$ cat config.mk
export PLATFORM = sky130hd
export DESIGN_NAME = store_buffer
export DESIGN_NICKNAME = d
export VERILOG_FILES = /design/src/rtl/mips_mem_pkg.sv /design/src/rtl/store_buffer_fifo.sv /design/src/rtl/store_buffer.sv
export SDC_FILE = /design/constraint.sdc
export NUM_CORES = 1
export LEC_CHECK = 0
export CORE_MARGIN = 10
export CORE_UTILIZATION = 43
export CTS_CLUSTER_DIAMETER = 50
export DETAILED_ROUTE_END_ITERATION = 12
export GPL_TIMING_DRIVEN = 0
export PLACE_DENSITY = 0.61
export SLEW_MARGIN = 40
export SYNTH_ARGS = -nofsm -noshare
export SYNTH_HDL_FRONTEND = slang
export SYNTH_SLANG_ARGS = --single-unit
$ cat constraint.sdc
create_clock -name clk -period 6.2 [get_ports clk]
set_input_delay 0.62 -clock clk [delete_from_list [all_inputs] [get_ports clk]]
set_output_delay 0.62 -clock clk [all_outputs]
set_load 0.01 [all_outputs]
$ cat src/rtl/mips_mem_pkg.sv
// Shared types and constants for the data-memory side of the pipeline.
// Includes the store-buffer entry format and the load/store overlap classifier.
package mips_mem_pkg;

   localparam int SB_DEPTH_DEFAULT = 4;
   localparam int WORD_BYTES       = 4;

   typedef struct packed {
      logic [31:0] addr;
      logic [31:0] data;
   } sb_entry_t;

   typedef enum logic [1:0] {
      OVL_NONE,
      OVL_EXACT,
      OVL_PARTIAL
   } ovl_t;

   // Two words overlap without matching when their byte addresses differ by less than a word.
   function automatic ovl_t classify(input logic [31:0] ld, input logic [31:0] st);
      logic [31:0] d;
      logic [31:0] nd;
      d  = ld - st;
      nd = st - ld;
      if (d == 32'd0)
         return OVL_EXACT;
      if (d < 32'(WORD_BYTES) || nd < 32'(WORD_BYTES))
         return OVL_PARTIAL;
      return OVL_NONE;
   endfunction

endpackage

$ cat src/rtl/store_buffer_fifo.sv
// Store-entry FIFO with entries exposed oldest-first; push lands next cycle, pop on posedge.
// Pushes into a full FIFO and pops of an empty FIFO are ignored; no full bypass.
module store_buffer_fifo
   import mips_mem_pkg::*;
#(
   parameter int DEPTH = SB_DEPTH_DEFAULT
) (
   input  logic                    clk,
   input  logic                    rst_n,
   input  logic                    push,
   input  sb_entry_t               push_entry,
   input  logic                    pop,
   output sb_entry_t               entries [DEPTH],
   output logic [DEPTH-1:0]        entry_valid,
   output logic                    full,
   output logic                    empty,
   output logic [$clog2(DEPTH):0]  count
);

   localparam int PTR_W = $clog2(DEPTH);
   localparam int CNT_W = PTR_W + 1;

   sb_entry_t        mem [DEPTH];
   logic [PTR_W-1:0] head;
   logic [PTR_W-1:0] tail;
   logic             do_push;
   logic             do_pop;

   assign full    = (count == CNT_W'(DEPTH));
   assign empty   = (count == '0);
   assign do_push = push && !full;
   assign do_pop  = pop && !empty;

   always_ff @(posedge clk) begin
      if (do_push)
         mem[tail] <= push_entry;
   end

   always_ff @(posedge clk or negedge rst_n) begin
      if (!rst_n) begin
         head  <= '0;
         tail  <= '0;
         count <= '0;
      end else begin
         if (do_push)
            tail <= tail + PTR_W'(1);
         if (do_pop)
            head <= head + PTR_W'(1);
         case ({do_push, do_pop})
            2'b10:   count <= count + CNT_W'(1);
            2'b01:   count <= count - CNT_W'(1);
            default: ;
         endcase
      end
   end

   // Slot k is the k-th oldest entry, so index 0 is always the head.
   for (genvar k = 0; k < DEPTH; k++) begin : g_ord
      logic [PTR_W-1:0] idx;
      assign idx            = head + PTR_W'(k);
      assign entries[k]     = mem[idx];
      assign entry_valid[k] = (CNT_W'(k) < count);
   end

endmodule

$ cat src/rtl/store_buffer.sv
// Posted-write buffer: zero-cycle loads win the memory port, stores drain one per idle cycle.
// Forwarding on exact hits only when STORE_BUF_FWD_EN is defined; otherwise any overlap stalls via ld_conflict.
module store_buffer
   import mips_mem_pkg::*;
#(
   parameter int DEPTH = SB_DEPTH_DEFAULT
) (
   input  logic                    clk,
   input  logic                    rst_n,
   input  logic                    st_valid,
   input  logic [31:0]             st_addr,
   input  logic [31:0]             st_data,
   output logic                    st_ready,
   input  logic                    ld_valid,
   input  logic [31:0]             ld_addr,
   output logic [31:0]             ld_data,
   output logic                    ld_conflict,
   output logic [31:0]             mem_addr,
   output logic [31:0]             mem_wdata,
   output logic                    mem_write,
   output logic                    mem_read,
   input  logic [31:0]             mem_rdata,
   output logic                    empty,
   output logic [$clog2(DEPTH):0]  count
);

   sb_entry_t        entries [DEPTH];
   logic [DEPTH-1:0] entry_valid;
   logic             full;
   logic             partial_any;
   logic             exact_any;

   assign st_ready = !full;

   store_buffer_fifo #(.DEPTH(DEPTH)) u_fifo (
      .clk         (clk),
      .rst_n       (rst_n),
      .push        (st_valid && st_ready),
      .push_entry  ('{addr: st_addr, data: st_data}),
      .pop         (mem_write),
      .entries     (entries),
      .entry_valid (entry_valid),
      .full        (full),
      .empty       (empty),
      .count       (count)
   );

   always_comb begin
      partial_any = 1'b0;
      exact_any   = 1'b0;
      for (int k = 0; k < DEPTH; k++) begin
         if (entry_valid[k]) begin
            case (classify(ld_addr, entries[k].addr))
               OVL_EXACT:   exact_any   = 1'b1;
               OVL_PARTIAL: partial_any = 1'b1;
               default:     ;
            endcase
         end
      end
   end

`ifdef STORE_BUF_FWD_EN
   logic [31:0] hit_data;

   // Scan runs oldest to youngest so the youngest matching store wins.
   always_comb begin
      hit_data = '0;
      for (int k = 0; k < DEPTH; k++) begin
         if (entry_valid[k] && entries[k].addr == ld_addr)
            hit_data = entries[k].data;
      end
   end

   assign ld_conflict = ld_valid && partial_any;
   assign ld_data     = (exact_any && !ld_conflict) ? hit_data : mem_rdata;
`else
   assign ld_conflict = ld_valid && (partial_any || exact_any);
   assign ld_data     = mem_rdata;
`endif

   // A stalled load gives the port to the drain so the conflict clears.
   assign mem_read  = ld_valid && !ld_conflict;
   assign mem_write = !mem_read && !empty;
   assign mem_addr  = mem_read ? ld_addr : entries[0].addr;
   assign mem_wdata = entries[0].data;

endmodule
## After elaboration in Yosys (flattened, before gate mapping)

Memory sizes are Yosys's and may differ from the RTL's.
Index checks and enable logic that the tools add are counted.

| storage, ports and cells | value |
|---|---|
| RAM bits | 256 |
| bits in latches | 0 |
| word-level logic and storage cells | 122 |
| memories | 1 |
| output and inout bits | 104 |
| register bits after elaboration | 7 |
| bits of input ports | 132 |
| memory bits (read-only) | 0 |

Memory list:

| memory | words | bits a word | read ports | clocked after memory_dff | wr ports | line | RTL |
|---|---|---|---|---|---|---|---|
| u_fifo.mem | 4 | 64 | 4 | 0 | 1 | store_buffer_fifo.sv:23 | `sb_entry_t mem [DEPTH];` |

| cells by class | value |
|---|---|
| magnitude comparators | 12 |
| bitwise gates (word level) | 0 |
| multipliers | 0 |
| shift operators | 0 |
| mux-type cells | 60 |
| reduce and logical (&&, ||, !) cells | 21 |
| div/mod/pow operators | 0 |
| $add $sub $neg | 14 |
| eq/ne operators | 11 |

Operator list:

| operator | number |
|---|---|
| $lt 32x3->1 const B | 8 |
| $sub 32x32->32 | 8 |
| $logic_not 32->1 | 4 |
| $mux 2 | 20 |
| $mux 1 | 38 |
| $mux 32 | 1 |
| $eq 2x1->1 const B | 5 |
| $eq 2x2->1 const B | 5 |
| $logic_and 1x1->1 | 6 |
| $lt 1x3->1 const A | 2 |
| $lt 2x3->1 const A | 2 |
| $pmux 3 s2 | 1 |
| $logic_or 1x1->1 | 5 |
| $add 2x1->2 const B | 2 |
| $add 2x2->2 const B | 2 |
| $logic_not 1->1 | 4 |
| $add 3x1->3 const B | 1 |
| $eq 3x3->1 const B | 1 |
| $logic_not 3->1 | 1 |
| $sub 3x1->3 const B | 1 |
| $reduce_bool 2->1 | 1 |

## Depth between registers and ports, before layout

An unclocked memory read counts as a cell.

| logic depth | value |
|---|---|
| word-level depth | 28 |
| gate-level depth with buffers | 26 |
| depth with buffers taken out | 20 |

## By module

From an unflattened synthesis, not the netlist that was laid out.

| second synthesis, totals | value |
|---|---|
| cell total of the unflattened synthesis | 3012 |
| area total of the unflattened synthesis | 29977.5 µm² |

Modules (own cells, without submodules):

| module | instances | cells each | seq. area each (µm²) | area an instance (µm²) |
|---|---|---|---|---|
| store_buffer | 1 | 2394 | 0.0 | 15554.9 |
| store_buffer_fifo | 1 | 618 | 7862.5 | 14422.6 |

## Worst setup path after synthesis

No wires, ideal clock.

| timing path | value |
|---|---|
| path type | reg-to-output |
| start point | register u_fifo.head[1] |
| end point | output port mem_addr[10] |
| slack | -0.143 ns |
| stages on the path, launching flop included | 24 |
| required time | 5.580 ns |
| arrival | 5.723 ns |
| buffers on the path | 6 |
| cell sequence | dfrtp_1 clkbuf_1 buf_1 clkbuf_1 clkbuf_1 mux2i_1 nand2_1 nand2_1 inv_1 ha_1 clkbuf_1 nand2_1 nor2_1 nand2_1 a21oi_1 mux2_1 or4_1 nor3_1 nand2_1 nor4_1 o22ai_1 nand3_4 buf_12 mux2i_1 |

| between the ends | value |
|---|---|
| longest elaborated chain between the ends | 24 |
| elaborated cells on any way between the ends | 93 |
| classes of those cells | 11 x add/sub; 8 x order compare; 8 x eq/ne; 53 x mux; 12 x reduce/logical; 1 x memory |

Ends and longest elaborated chain:

| what | line | RTL |
|---|---|---|
| from (decl) | store_buffer_fifo.sv:24 | `logic [PTR_W-1:0] head;` |
| from (signal assigned) | store_buffer_fifo.sv:48 | `head <= head + PTR_W'(1);` |
| $mem_v2 4x64 (*) | -- |  |
| $sub 32x32->32, on equally long branches | mips_mem_pkg.sv:23, mips_mem_pkg.sv:24 |  |
| $lt 32x3->1 | mips_mem_pkg.sv:27 | `if (d < 32'(WORD_BYTES) \|\| nd < 32'(WORD_BYTES))` |
| $logic_or 1x1->1 | mips_mem_pkg.sv:27 |  |
| $mux 1 (2 in a row) | mips_mem_pkg.sv:27 |  |
| $mux 1 | store_buffer.sv:52 | `if (entry_valid[k]) begin` |
| $mux 2 | mips_mem_pkg.sv:29 | `return OVL_NONE;` |
| $mux 2 | mips_mem_pkg.sv:27 |  |
| [... 7 more ...] | -- |  |
| $mux 1 | store_buffer.sv:52 |  |
| $mux 1 | store_buffer.sv:53 | `case (classify(ld_addr, entries[k].addr))` |
| $mux 1 | store_buffer.sv:52 |  |
| $logic_or 1x1->1 | store_buffer.sv:77 | `assign ld_conflict = ld_valid && (partial_any \|\| exact_any);` |
| $logic_and 1x1->1 | store_buffer.sv:77 |  |
| $logic_not 1->1 | store_buffer.sv:82 | `assign mem_read = ld_valid && !ld_conflict;` |
| $logic_and 1x1->1 | store_buffer.sv:82 |  |
| $mux 32 (*) | store_buffer.sv:84 | `assign mem_addr = mem_read ? ld_addr : entries[0].addr;` |
| to (decl) | store_buffer.sv:18 | `output logic [31:0] mem_addr,` |

Mark *: on every way between the ends. The rest lies on a longest branch, timed or not. The select of a mux whose other input is x is not followed.

## Worst setup path after layout

| timing path | value |
|---|---|
| start point | register u_fifo.head[1] |
| end point | output port mem_addr[16] |

The elaborated chain is that of the path after synthesis.

==> run metrics <==
nets=roughly 4,400; Pins Over Slew Limit=0; main flop type after synthesis=edfxtp_1; CP cell instances=clkbuf_16 > buf_12 > clkbuf_16 > clkbuf_16 > mux2i_2 > nand2_1 > nand2_2 > inv_1 > ha_1 > clkbuf_8 > a21oi_4 > o21ai_2 > a221o_1 > nor2_2 > mux2_2 > nor3_1 > or4bb_4 > nor4bb_4 > o22ai_4 > nand3_4 > buf_6 > buf_16 > mux2i_4 > buf_6; H-tree level count=1; residual DRC count=0; Starting Density=0.436; Setup Viol. Count Final=36; worst hold path type=in -> async; Final period util=1.11; Worst-Margin Slew=0.989 ns; drt wl/cell=29.0 um; largest net degree at the start of global routing=32; P&R area growth vs syn=32.8%; vias in the first global route=~31,000; Port Buffers=202; status=finished with violations; Placed Cells incl. Taps=4,756; worst reg2reg setup slack=-0.30 ns; Die W=284 um; RSZ-0062 raised after global routing=yes; fin cells=4,993; register area share after synthesis=0.262; Most common cell on crit path=clkbuf_16; Setup TNS=-19.76 ns; share of cells above drive strength 1=0.285; slowest CP cell=or4bb_4; ANT nets after route=0; max cap viols=0; Worst Hold Slack=0.382 ns; Final Hold Fails=0; Warnings, synthesis=0; antenna violations before repair=6; clock root cell=clkbuf_16; crit-path max cell delay=~0.5 ns; global placer's final weighted congestion=between 1 and 1.5; row count=96; total number of vias=roughly 32,000; Post-Syn Area=~30,000 um^2; worst rel slew slack=0.341; Pre-antenna DRT Iters=6; total track usage=0.338; Critical Path Fanout Max=10; synthesized instance count=3,613; CP required=between 5 and 6 ns; EDFF count, synth=approximately 260; IO Count=236; synthesis-stage register bit count=263; worst path arrival time=about 6.2 ns; initial drt markers=roughly 3,700; clock latency on the worst-skew pair=0.58 ns; Clock Path Buffers=3; CTS tree=done; CTS Sinks=around 260; crit path kind=reg -> out; routed vias/inst=between 6 and 7; worst setup margin=-0.653 ns; endpoint class of the critical path=output port; Synth async-reset ratio=0.0266; average size of a mapped cell=approximately 8.3 um^2; Max Clock Skew=between 0.015 and 0.02 ns; Synth Net Count=4,002; Core Region=just under 70,000 um^2; failing checks=negative setup slack; DIE AREA=~81,000 um^2; total CTS buffers=29; FMAX=0.146 GHz; Worst-path clk slew=about 0.07 ns; grt ovf=0; startpoint types=register; die height=~280 um; Tmin final=~6.9 ns; DP HPWL=approximately 110,000 um; WL final=145,000 um; first-pass GRT wire length=approximately 210,000 um; post-synthesis cell type count=around 110
-- cell type report --
cell class,count,area [um^2]
Clock inverter,23,246
Timing Repair Buffer,417,3830
Tap cell,931,1160
Sequential cell,263,7860
Clock buffer,30,739
Buffer,195,1640
Timing Repair inverter,1,7.51
Antenna cell,6,15.0
Fill cell,6196,29000
Inverter,220,895
Multi-Input combinational cell,2907,23400
-- critical path, delay by kind of cell (launching register included) --
family	cells	cell delay [ns]
adder cells (fa/ha/maj)	1	0.32
multiplexers	3	0.91
buffers and inverters	9	1.41
AND/OR/NAND/NOR	7	1.63
flip-flops	1	0.38
AO/OA/AOI/OAI	4	0.97
-- flip-flops by register name, indices dropped and copies added (netlist names) --
name          count
u_fifo.count      3
u_fifo.head       2
u_fifo.mem      256
u_fifo.tail       2
-- per-layer routing --
layer,global-route usage,vias to the layer above,wire (um)
li1,-,14400,-
met1,0.414,15500,54600
met2,0.505,2066,60900
met3,0.0940,491,17000
met4,0.240,4,12500
met5,0,-,27
-- synthesized netlist by cell type (12+ instances only) --
master     count  share of area
a2111oi_0     22         0.0064
a211o_1       12         0.0035
a211oi_1      43          0.011
a21o_1        68          0.017
a21oi_1      331          0.055
a31oi_1       27         0.0056
and2_1        22         0.0046
and3_1        25         0.0052
buf_1         18         0.0023
buf_2         30         0.0050
buf_4         34         0.0085
clkbuf_1     136          0.017
edfxtp_1     256           0.26
ha_1         257           0.11
inv_1        219          0.027
mux2_2        66          0.025
mux2i_1      139          0.046
mux4_2        34          0.026
nand2_1      363          0.045
nand2b_1      31         0.0065
nand3_1       65          0.011
nand3b_1      13         0.0033
nand4_1       78          0.016
nand4b_1      16         0.0047
nor2_1       266          0.033
nor2b_1       36         0.0075
nor3_1        79          0.013
nor4_1        46         0.0096
nor4b_1       15         0.0044
o2111ai_1     16         0.0047
o211a_1       13         0.0043
o211ai_1      43          0.011
o21a_1        59          0.015
o21ai_0      234          0.039
o21ai_1       37         0.0062
o21bai_1      22         0.0055
o221ai_1      18         0.0053
o22ai_1       19         0.0040
o31ai_1       23         0.0058
or2_2         41         0.0086
or3_1         29         0.0061
or4_1         24         0.0060
xnor2_1       48          0.014
xor2_1        46          0.013
-- cell families after synthesis --
group / count (synthesis) / share of synthesized area
AND/OR/NAND/NOR: 1200 / 0.201
multiplexers: 241 / 0.0975
XOR/XNOR: 95 / 0.0280
flip-flops: 263 / 0.262
AO/OA/AOI/OAI: 1114 / 0.241
buffers and inverters: 443 / 0.0631
adder cells (fa/ha/maj): 257 / 0.107
-- what timing repair did --
action,CTS,global route
setup endpoints to repair,40,37
gates cloned,9,2
hold buffers,0,0
buffers inserted,157,38
pin swaps,120,82
resized for setup,960,222
-- path summary, 6_finish.rpt --
kind	from	endpoint	cells after the start
max	u_fifo.head[1]	mem_addr[16]	24
min	rst_n	u_fifo.head[1]	1
max reg2reg	u_fifo.head[1]	u_fifo.head[1]	40
min reg2reg	u_fifo.count[1]	u_fifo.count[1]	2
max in group asynchronous	rst_n	u_fifo.head[0]	1
min in group clk	u_fifo.count[1]	u_fifo.count[1]	2
-- cell usage in the layout, fill, tap and decap left out, types with 26 or more instances in the layout --
master / Yosys / final
nand2_1: 363 / 314
a21oi_2: 3 / 63
o21ai_2: 1 / 44
mux2i_4: 0 / 36
clkbuf_16: 0 / 40
ha_4: 0 / 28
clkbuf_2: 0 / 35
nor3_1: 79 / 70
mux2_2: 66 / 64
buf_2: 30 / 40
nand2b_1: 31 / 31
a21oi_4: 1 / 26
buf_4: 34 / 238
a211oi_1: 43 / 31
mux4_2: 34 / 34
a21o_1: 68 / 68
o21ai_0: 234 / 152
o211ai_1: 43 / 43
mux2i_1: 139 / 73
clkbuf_4: 0 / 27
nand4_1: 78 / 78
nand2_2: 0 / 34
o21a_1: 59 / 55
xor2_1: 46 / 44
xnor2_1: 48 / 45
or2_2: 41 / 39
buf_6: 2 / 40
nand3_1: 65 / 64
mux2i_2: 0 / 30
edfxtp_1: 256 / 256
o21ai_1: 37 / 55
a21oi_1: 331 / 246
nor2b_1: 36 / 31
nor2_1: 266 / 239
clkdlybuf4s50_1: 0 / 147
nor4_1: 46 / 31
ha_1: 257 / 213
inv_1: 219 / 195
-- metrics by stage --
stage	area, um^2	utilization	setup slack [ns]
2_1_floorplan	30000	-	0.0248
3_3_place_gp	33200	0.482	-3.93
3_5_place_dp	33400	0.486	-3.54
4_1_cts	38700	0.562	-0.438
5_1_grt	39800	0.578	-0.790
6_report	39800	0.578	-0.653
Power is left out: the tool's default activity adds up to more than one toggle a clock period on the data nets, which glitch-free logic cannot reach.
